===== src/rtl/alu_pkg.sv =====
// Shared ALU encodings and RV32I opcode/funct7 constants used by the decoder and the ALU.
package alu_pkg;

    typedef enum logic [3:0] {
        ALU_ADD  = 4'b0000,
        ALU_SUB  = 4'b0001,
        ALU_SLL  = 4'b0010,
        ALU_SLT  = 4'b0011,
        ALU_SLTU = 4'b0100,
        ALU_XOR  = 4'b0101,
        ALU_SRL  = 4'b0110,
        ALU_SRA  = 4'b0111,
        ALU_OR   = 4'b1000,
        ALU_AND  = 4'b1001
    } alu_op_t;

    localparam logic [6:0] OPC_OP     = 7'b0110011;
    localparam logic [6:0] OPC_OP_IMM = 7'b0010011;
    localparam logic [6:0] OPC_LUI    = 7'b0110111;

    localparam logic [6:0] F7_BASE = 7'b0000000;
    localparam logic [6:0] F7_ALT  = 7'b0100000;

    // alt selects SUB/SRA on the funct3 codes that have an alternate form
    function automatic alu_op_t op_from_funct3(input logic [2:0] funct3, input logic alt);
        case (funct3)
            3'b000:  return alt ? ALU_SUB : ALU_ADD;
            3'b001:  return ALU_SLL;
            3'b010:  return ALU_SLT;
            3'b011:  return ALU_SLTU;
            3'b100:  return ALU_XOR;
            3'b101:  return alt ? ALU_SRA : ALU_SRL;
            3'b110:  return ALU_OR;
            default: return ALU_AND;
        endcase
    endfunction

endpackage


===== src/rtl/decode_stage_reg_file.sv =====
// 32x32 integer register file: two async read ports, one write port, x0 hardwired, write-through bypass.
module reg_file #(
    parameter int XLEN = 32
) (
    input  logic            clk,
    input  logic            rst_n,
    input  logic [4:0]      rs1_addr,
    input  logic [4:0]      rs2_addr,
    output logic [XLEN-1:0] rs1_data,
    output logic [XLEN-1:0] rs2_data,
    input  logic            wr_en,
    input  logic [4:0]      wr_addr,
    input  logic [XLEN-1:0] wr_data
);

    logic [XLEN-1:0] regs [32];

    always_ff @(posedge clk or negedge rst_n) begin
        if (!rst_n) begin
            for (int i = 0; i < 32; i++) regs[i] <= '0;
        end else if (wr_en && (wr_addr != 5'd0)) begin
            regs[wr_addr] <= wr_data;
        end
    end

    // A same-cycle write to the address being read is forwarded so the reader never sees stale data
    always_comb begin
        rs1_data = regs[rs1_addr];
        rs2_data = regs[rs2_addr];
        if (wr_en && (wr_addr == rs1_addr)) rs1_data = wr_data;
        if (wr_en && (wr_addr == rs2_addr)) rs2_data = wr_data;
        if (rs1_addr == 5'd0) rs1_data = '0;
        if (rs2_addr == 5'd0) rs2_data = '0;
    end

endmodule


===== src/rtl/decode_stage.sv =====
// Decode/operand-fetch stage: decodes OP, OP-IMM and LUI, reads operands and holds the
// result in a single valid/ready output slot for the ALU.
module decode_stage
    import alu_pkg::*;
#(
    parameter int XLEN = 32
) (
    input  logic            clk,
    input  logic            rst_n,
    input  logic            in_valid,
    output logic            in_ready,
    input  logic [31:0]     in_instr,
    input  logic            flush,
    input  logic            wb_we,
    input  logic [4:0]      wb_rd,
    input  logic [XLEN-1:0] wb_data,
    output logic            out_valid,
    input  logic            out_ready,
    output logic [3:0]      alu_op,
    output logic [XLEN-1:0] src1,
    output logic [XLEN-1:0] src2,
    output logic [4:0]      rd,
    output logic            rd_we,
    output logic            illegal
);

    logic [6:0] opcode;
    logic [2:0] funct3;
    logic [6:0] funct7;
    logic [XLEN-1:0] rs1_val, rs2_val;

    assign opcode = in_instr[6:0];
    assign funct3 = in_instr[14:12];
    assign funct7 = in_instr[31:25];

    reg_file #(.XLEN(XLEN)) u_reg_file (
        .clk      (clk),
        .rst_n    (rst_n),
        .rs1_addr (in_instr[19:15]),
        .rs2_addr (in_instr[24:20]),
        .rs1_data (rs1_val),
        .rs2_data (rs2_val),
        .wr_en    (wb_we),
        .wr_addr  (wb_rd),
        .wr_data  (wb_data)
    );

    // ---- stage p0: combinational decode of the incoming instruction ----
    alu_op_t         op_p0;
    logic [XLEN-1:0] src1_p0, src2_p0;
    logic            illegal_p0;
    logic            rd_we_p0;

    always_comb begin
        op_p0      = ALU_ADD;
        src1_p0    = '0;
        src2_p0    = '0;
        illegal_p0 = 1'b0;
        case (opcode)
            OPC_OP: begin
                if ((funct7 == F7_BASE) ||
                    ((funct7 == F7_ALT) && ((funct3 == 3'b000) || (funct3 == 3'b101)))) begin
                    op_p0   = op_from_funct3(funct3, funct7[5]);
                    src1_p0 = rs1_val;
                    src2_p0 = rs2_val;
                end else begin
                    illegal_p0 = 1'b1;
                end
            end
            OPC_OP_IMM: begin
                if (funct3 == 3'b001 || funct3 == 3'b101) begin
                    // Shift-immediates reuse the funct7 field, so only the two encodings below are legal
                    if ((funct7 == F7_BASE) || ((funct7 == F7_ALT) && (funct3 == 3'b101))) begin
                        op_p0   = op_from_funct3(funct3, funct7[5]);
                        src1_p0 = rs1_val;
                        src2_p0 = {{(XLEN-5){1'b0}}, in_instr[24:20]};
                    end else begin
                        illegal_p0 = 1'b1;
                    end
                end else begin
                    op_p0   = op_from_funct3(funct3, 1'b0);
                    src1_p0 = rs1_val;
                    src2_p0 = {{(XLEN-12){in_instr[31]}}, in_instr[31:20]};
                end
            end
            OPC_LUI: begin
                src2_p0 = {in_instr[31:12], 12'b0};
            end
            default: illegal_p0 = 1'b1;
        endcase
    end

    assign rd_we_p0 = !illegal_p0 && (in_instr[11:7] != 5'd0);

    // ---- stage p1: output slot register and handshake ----
    logic            vld_p1;
    alu_op_t         op_p1;
    logic [XLEN-1:0] src1_p1, src2_p1;
    logic [4:0]      rd_p1;
    logic            rd_we_p1;
    logic            illegal_p1;
    logic            take;

    assign in_ready = !vld_p1 || out_ready;
    assign take     = in_valid && in_ready && !flush;

    always_ff @(posedge clk or negedge rst_n) begin
        if (!rst_n) begin
            vld_p1     <= 1'b0;
            op_p1      <= ALU_ADD;
            src1_p1    <= '0;
            src2_p1    <= '0;
            rd_p1      <= '0;
            rd_we_p1   <= 1'b0;
            illegal_p1 <= 1'b0;
        end else begin
            if (flush)          vld_p1 <= 1'b0;
            else if (take)      vld_p1 <= 1'b1;
            else if (out_ready) vld_p1 <= 1'b0;
            if (take) begin
                op_p1      <= op_p0;
                src1_p1    <= src1_p0;
                src2_p1    <= src2_p0;
                rd_p1      <= in_instr[11:7];
                rd_we_p1   <= rd_we_p0;
                illegal_p1 <= illegal_p0;
            end
        end
    end

    assign out_valid = vld_p1;
    assign alu_op    = op_p1;
    assign src1      = src1_p1;
    assign src2      = src2_p1;
    assign rd        = rd_p1;
    assign rd_we     = rd_we_p1;
    assign illegal   = illegal_p1;

endmodule


===== config.mk =====
export PLATFORM = sky130hd
export DESIGN_NAME = decode_stage
export DESIGN_NICKNAME = d
export VERILOG_FILES = /design/src/rtl/alu_pkg.sv /design/src/rtl/decode_stage_reg_file.sv /design/src/rtl/decode_stage.sv
export SDC_FILE = /design/constraint.sdc
export NUM_CORES = 2
export LEC_CHECK = 0
export ABC_AREA = 1
export ABC_CLOCK_PERIOD_IN_PS = 3200
export CAP_MARGIN = 30
export CORE_MARGIN = 4
export CORE_UTILIZATION = 40
export DETAILED_ROUTE_END_ITERATION = 7
export PLACE_DENSITY = 0.56
export SYNTH_ARGS = -nofsm -noshare
export SYNTH_HDL_FRONTEND = slang
export SYNTH_SLANG_ARGS = --single-unit

===== constraint.sdc =====
create_clock -name clk -period 3.2 [get_ports clk]
set_input_delay 0.96 -clock clk [delete_from_list [all_inputs] [get_ports clk]]
set_output_delay 0.96 -clock clk [all_outputs]
set_load 0.02 [all_outputs]

==> impl_metrics.tcl <==
set metrics [dict create \
    synth.ff_latch_count 1100 \
    synthesis.area_mm2 0.06166 \
    grt_setup_unrepaired "false" \
    timing.reg2reg.worst_path_depth 11 \
    crit_type "register to output port" \
    slowest_delay_ps 700 \
    synthDistinctLibCells 32 \
    num_rows 143 \
    max-cap-violations 0 \
    crit-reg2reg-launch "u_reg_file.regs[193]$_DFFE_PN0P_" \
    synth_edf_count 0 \
    cts_tree "built" \
    area_fraction_of_the_dominant_cell_type_after_synthesis_pct 44.64 \
    post_drt_via_cell_ratio 5.716 \
    globalplace.congestion 0.9047 \
    cts_inserted_buffers 134 \
    syn-mean-instance-area_um2 6.869 \
    die_area_mm2 0.1605 \
    fmax_mhz 326.4 \
    area_growth_pct 18.09 \
    cts_setup_buffers 0 \
    hold_buffers 0 \
    synth_largest_area_cell "sky130_fd_sc_hd__dfrtp_1" \
    cp_max_fo 2 \
    num-nets-final 9007 \
    cp-end-kind "output port" \
    hold_violations 0 \
    maximum_number_of_pins_on_one_net_before_global_route_repair 118 \
    die-height_um 400.6 \
    grt_usage_pct 32.69 \
    ant_nets 0 \
    clock-root-buffer "sky130_fd_sc_hd__clkbuf_16" \
    final_common_cell "sky130_fd_sc_hd__nand2_1" \
    drt-wirelength-per-cell_um 24.31 \
    cp-start-kind "register" \
    largest_cells_by_area_after_synthesis "sky130_fd_sc_hd__dfrtp_1 (45%), sky130_fd_sc_hd__nand2_1 (18%), sky130_fd_sc_hd__o21ai_0 (12%)" \
    finalClockSkew_ps 24.33 \
    routed-via-count 63230 \
    clock-sinks 1100 \
    post_synth_inst_count 8977 \
    n_fill_cell 15210 \
    cp_top_family "buffers and inverters" \
    worst-path-buf-inv 1 \
    clock_latency_on_the_worst_skew_pair_ps 770 \
    postSynthNetCount 9052 \
    core_region_area_mm2 0.1526 \
    drc_errors 0 \
    report.final.slew_viol_count 0 \
    ctsHtreeMaxLevel 4 \
    arrival_time_of_the_worst_setup_path_ps 2100 \
    final.hold.worst_slack_ps 180.6 \
    layout_min_cycle_time_ps 3064 \
    gr-total-overflow 0 \
    tns_ps 0 \
    grt_first_pass_wirelength_um 396800 \
    via_count_of_the_first_global_routing_pass 59010 \
    hp-class "input port to async pin" \
    layout.cells.most_common_list "sky130_fd_sc_hd__nand2_1 (2863), sky130_fd_sc_hd__o21ai_0 (1535), sky130_fd_sc_hd__dfrtp_1 (1100)" \
    yosysWarningCount 0 \
    power_after_layout_mw 42.07 \
    slew_of_the_pin_with_the_lowest_slew_margin_ps 875.4 \
    post-route-period-util_pct 95.75 \
    port_buffers 151 \
    dominantRegCellSynth "sky130_fd_sc_hd__dfrtp_1" \
    antenna_found_initial 10 \
    timing.slew.headroom_pct 41.02 \
    drt_wl_total_um 268900 \
    register_to_register_setup_slack_ps 1410 \
    cts_resized 0 \
    dp_hpwl_um 166200 \
    timing.critical_path.required_ps 2240 \
    leakage_nw 35.06 \
    setup_viol_count_final 0 \
    start_util_pct 40.40 \
    synth_async_sr_flop_share_pct 100.0 \
    status "finished, final reports clean" \
    drt_pass1_iterations 8 \
    share_of_the_core_filled_with_cells_pct 47.71 \
    synth.yosys.seq_area_share_pct 44.64 \
    detailedRoute.firstIterationViolations 8151 \
    layout-drive-gt1-share_pct 8.108 \
    critical_path.reg2reg.endpoint "src2[1]$_DFFE_PN0P_" \
    clk_transition_reported_paths_ps 60 \
    top_level_ports 152 \
    worst_supply_voltage_drop_on_vdd_uv 532.3 \
    cpMaxStageDelayCell "sky130_fd_sc_hd__clkdlybuf4s50_1" \
    power-per-cell-area_mw_per_mm2 577.8 \
    die_width_um 400.6 \
    max-clock-path-buffers 3 \
    crit_path_cell_trace "clkdlybuf4s50_1" \
]
## cell usage after synthesis, types with 51 or more instances
cell type	count
sky130_fd_sc_hd__a21oi_1	434
sky130_fd_sc_hd__dfrtp_1	1100
sky130_fd_sc_hd__buf_2	131
sky130_fd_sc_hd__o21ai_0	1535
sky130_fd_sc_hd__nand4_1	51
sky130_fd_sc_hd__nand3_1	987
sky130_fd_sc_hd__clkbuf_1	544
sky130_fd_sc_hd__o21ai_1	96
sky130_fd_sc_hd__buf_1	71
sky130_fd_sc_hd__inv_1	836
sky130_fd_sc_hd__nor2_1	159
sky130_fd_sc_hd__nand2_1	2889
## registers in the layout (all words and copies together), names as in the netlist
| signal | count |
|---|---|
| src2 | 32 |
| alu_op | 4 |
| rd_we | 1 |
| u_reg_file.regs | 1024 |
| rd | 5 |
| src1 | 32 |
| out_valid | 1 |
| illegal | 1 |
## worst max-delay path by stage
stage / startpoint / to / slack [ps] / cells after the start
2_1_floorplan: wb_rd[4] / u_reg_file.regs[298]$_DFFE_PN0P_ / 790 / 7
3_3_place_gp: wb_rd[2] / src1[0]$_DFFE_PN0P_ / -110 / 10
3_5_place_dp: wb_rd[2] / src1[0]$_DFFE_PN0P_ / -160 / 10
5_1_grt: src1[28]$_DFFE_PN0P_ / src1[28] / 110 / 1
6_report: src1[28]$_DFFE_PN0P_ / src1[28] / 140 / 1
4_1_cts: out_ready / in_ready / 10 / 4
## per-stage QoR
step	setup WS [ps]	cell area, µm²	std cells
floorplan	794.5	61660	8977
global placement	-106.9	68350	10830
detailed placement	-155.7	68350	10830
CTS	12.82	72800	11060
global route	108.8	72810	11060
finish	135.9	72820	11060
## routing by layer
layer / GRT usage [%] / wire length [µm] / vias to the layer above
met5: 0 / 11 / -
met4: 16.99 / 15850 / 2
met3: 5.436 / 23990 / 652
met2: 50.37 / 118100 / 3284
met1: 44.32 / 111000 / 30450
li1: - / - / 28850
## cells by family (layout without fill, tap and decap cells)
family | Yosys count | in the layout | share of synthesized area [%]
compound gates | 2129 | 2129 | 17.57
xor+xnor | 2 | 2 | 0.02841
buf+inv | 1596 | 1647 | 9.999
flops | 1100 | 1100 | 44.64
other cells | 0 | 4 | 0
simple gates | 4150 | 4150 | 27.76
## power by group
| group | internal [mW] | switching (mW) | total [mW] | leakage [nW] |
|---|---|---|---|---|
| clock network | 9.46 | 6.36 | 15.8 | 2.19 |
| registers | 16.4 | 1.53 | 17.9 | 14.1 |
| logic | 3.03 | 5.34 | 8.37 | 18.8 |
| total | 28.8 | 13.2 | 42.1 | 35.1 |
## final cells by class
cell class	instances	area [µm²]	share of cell area (%)
Multi-Input combinational cell	6281	28230	38.77
Timing Repair Buffer	568	6843	9.397
Sequential cell	1100	27530	37.80
Clock inverter	41	526.8	0.7234
Antenna cell	4	10.01	0.01375
Tap cell	2030	2540	3.488
Inverter	847	3218	4.419
Clock buffer	191	3924	5.388
No activity file was read; power rests on OpenSTA's default activity.
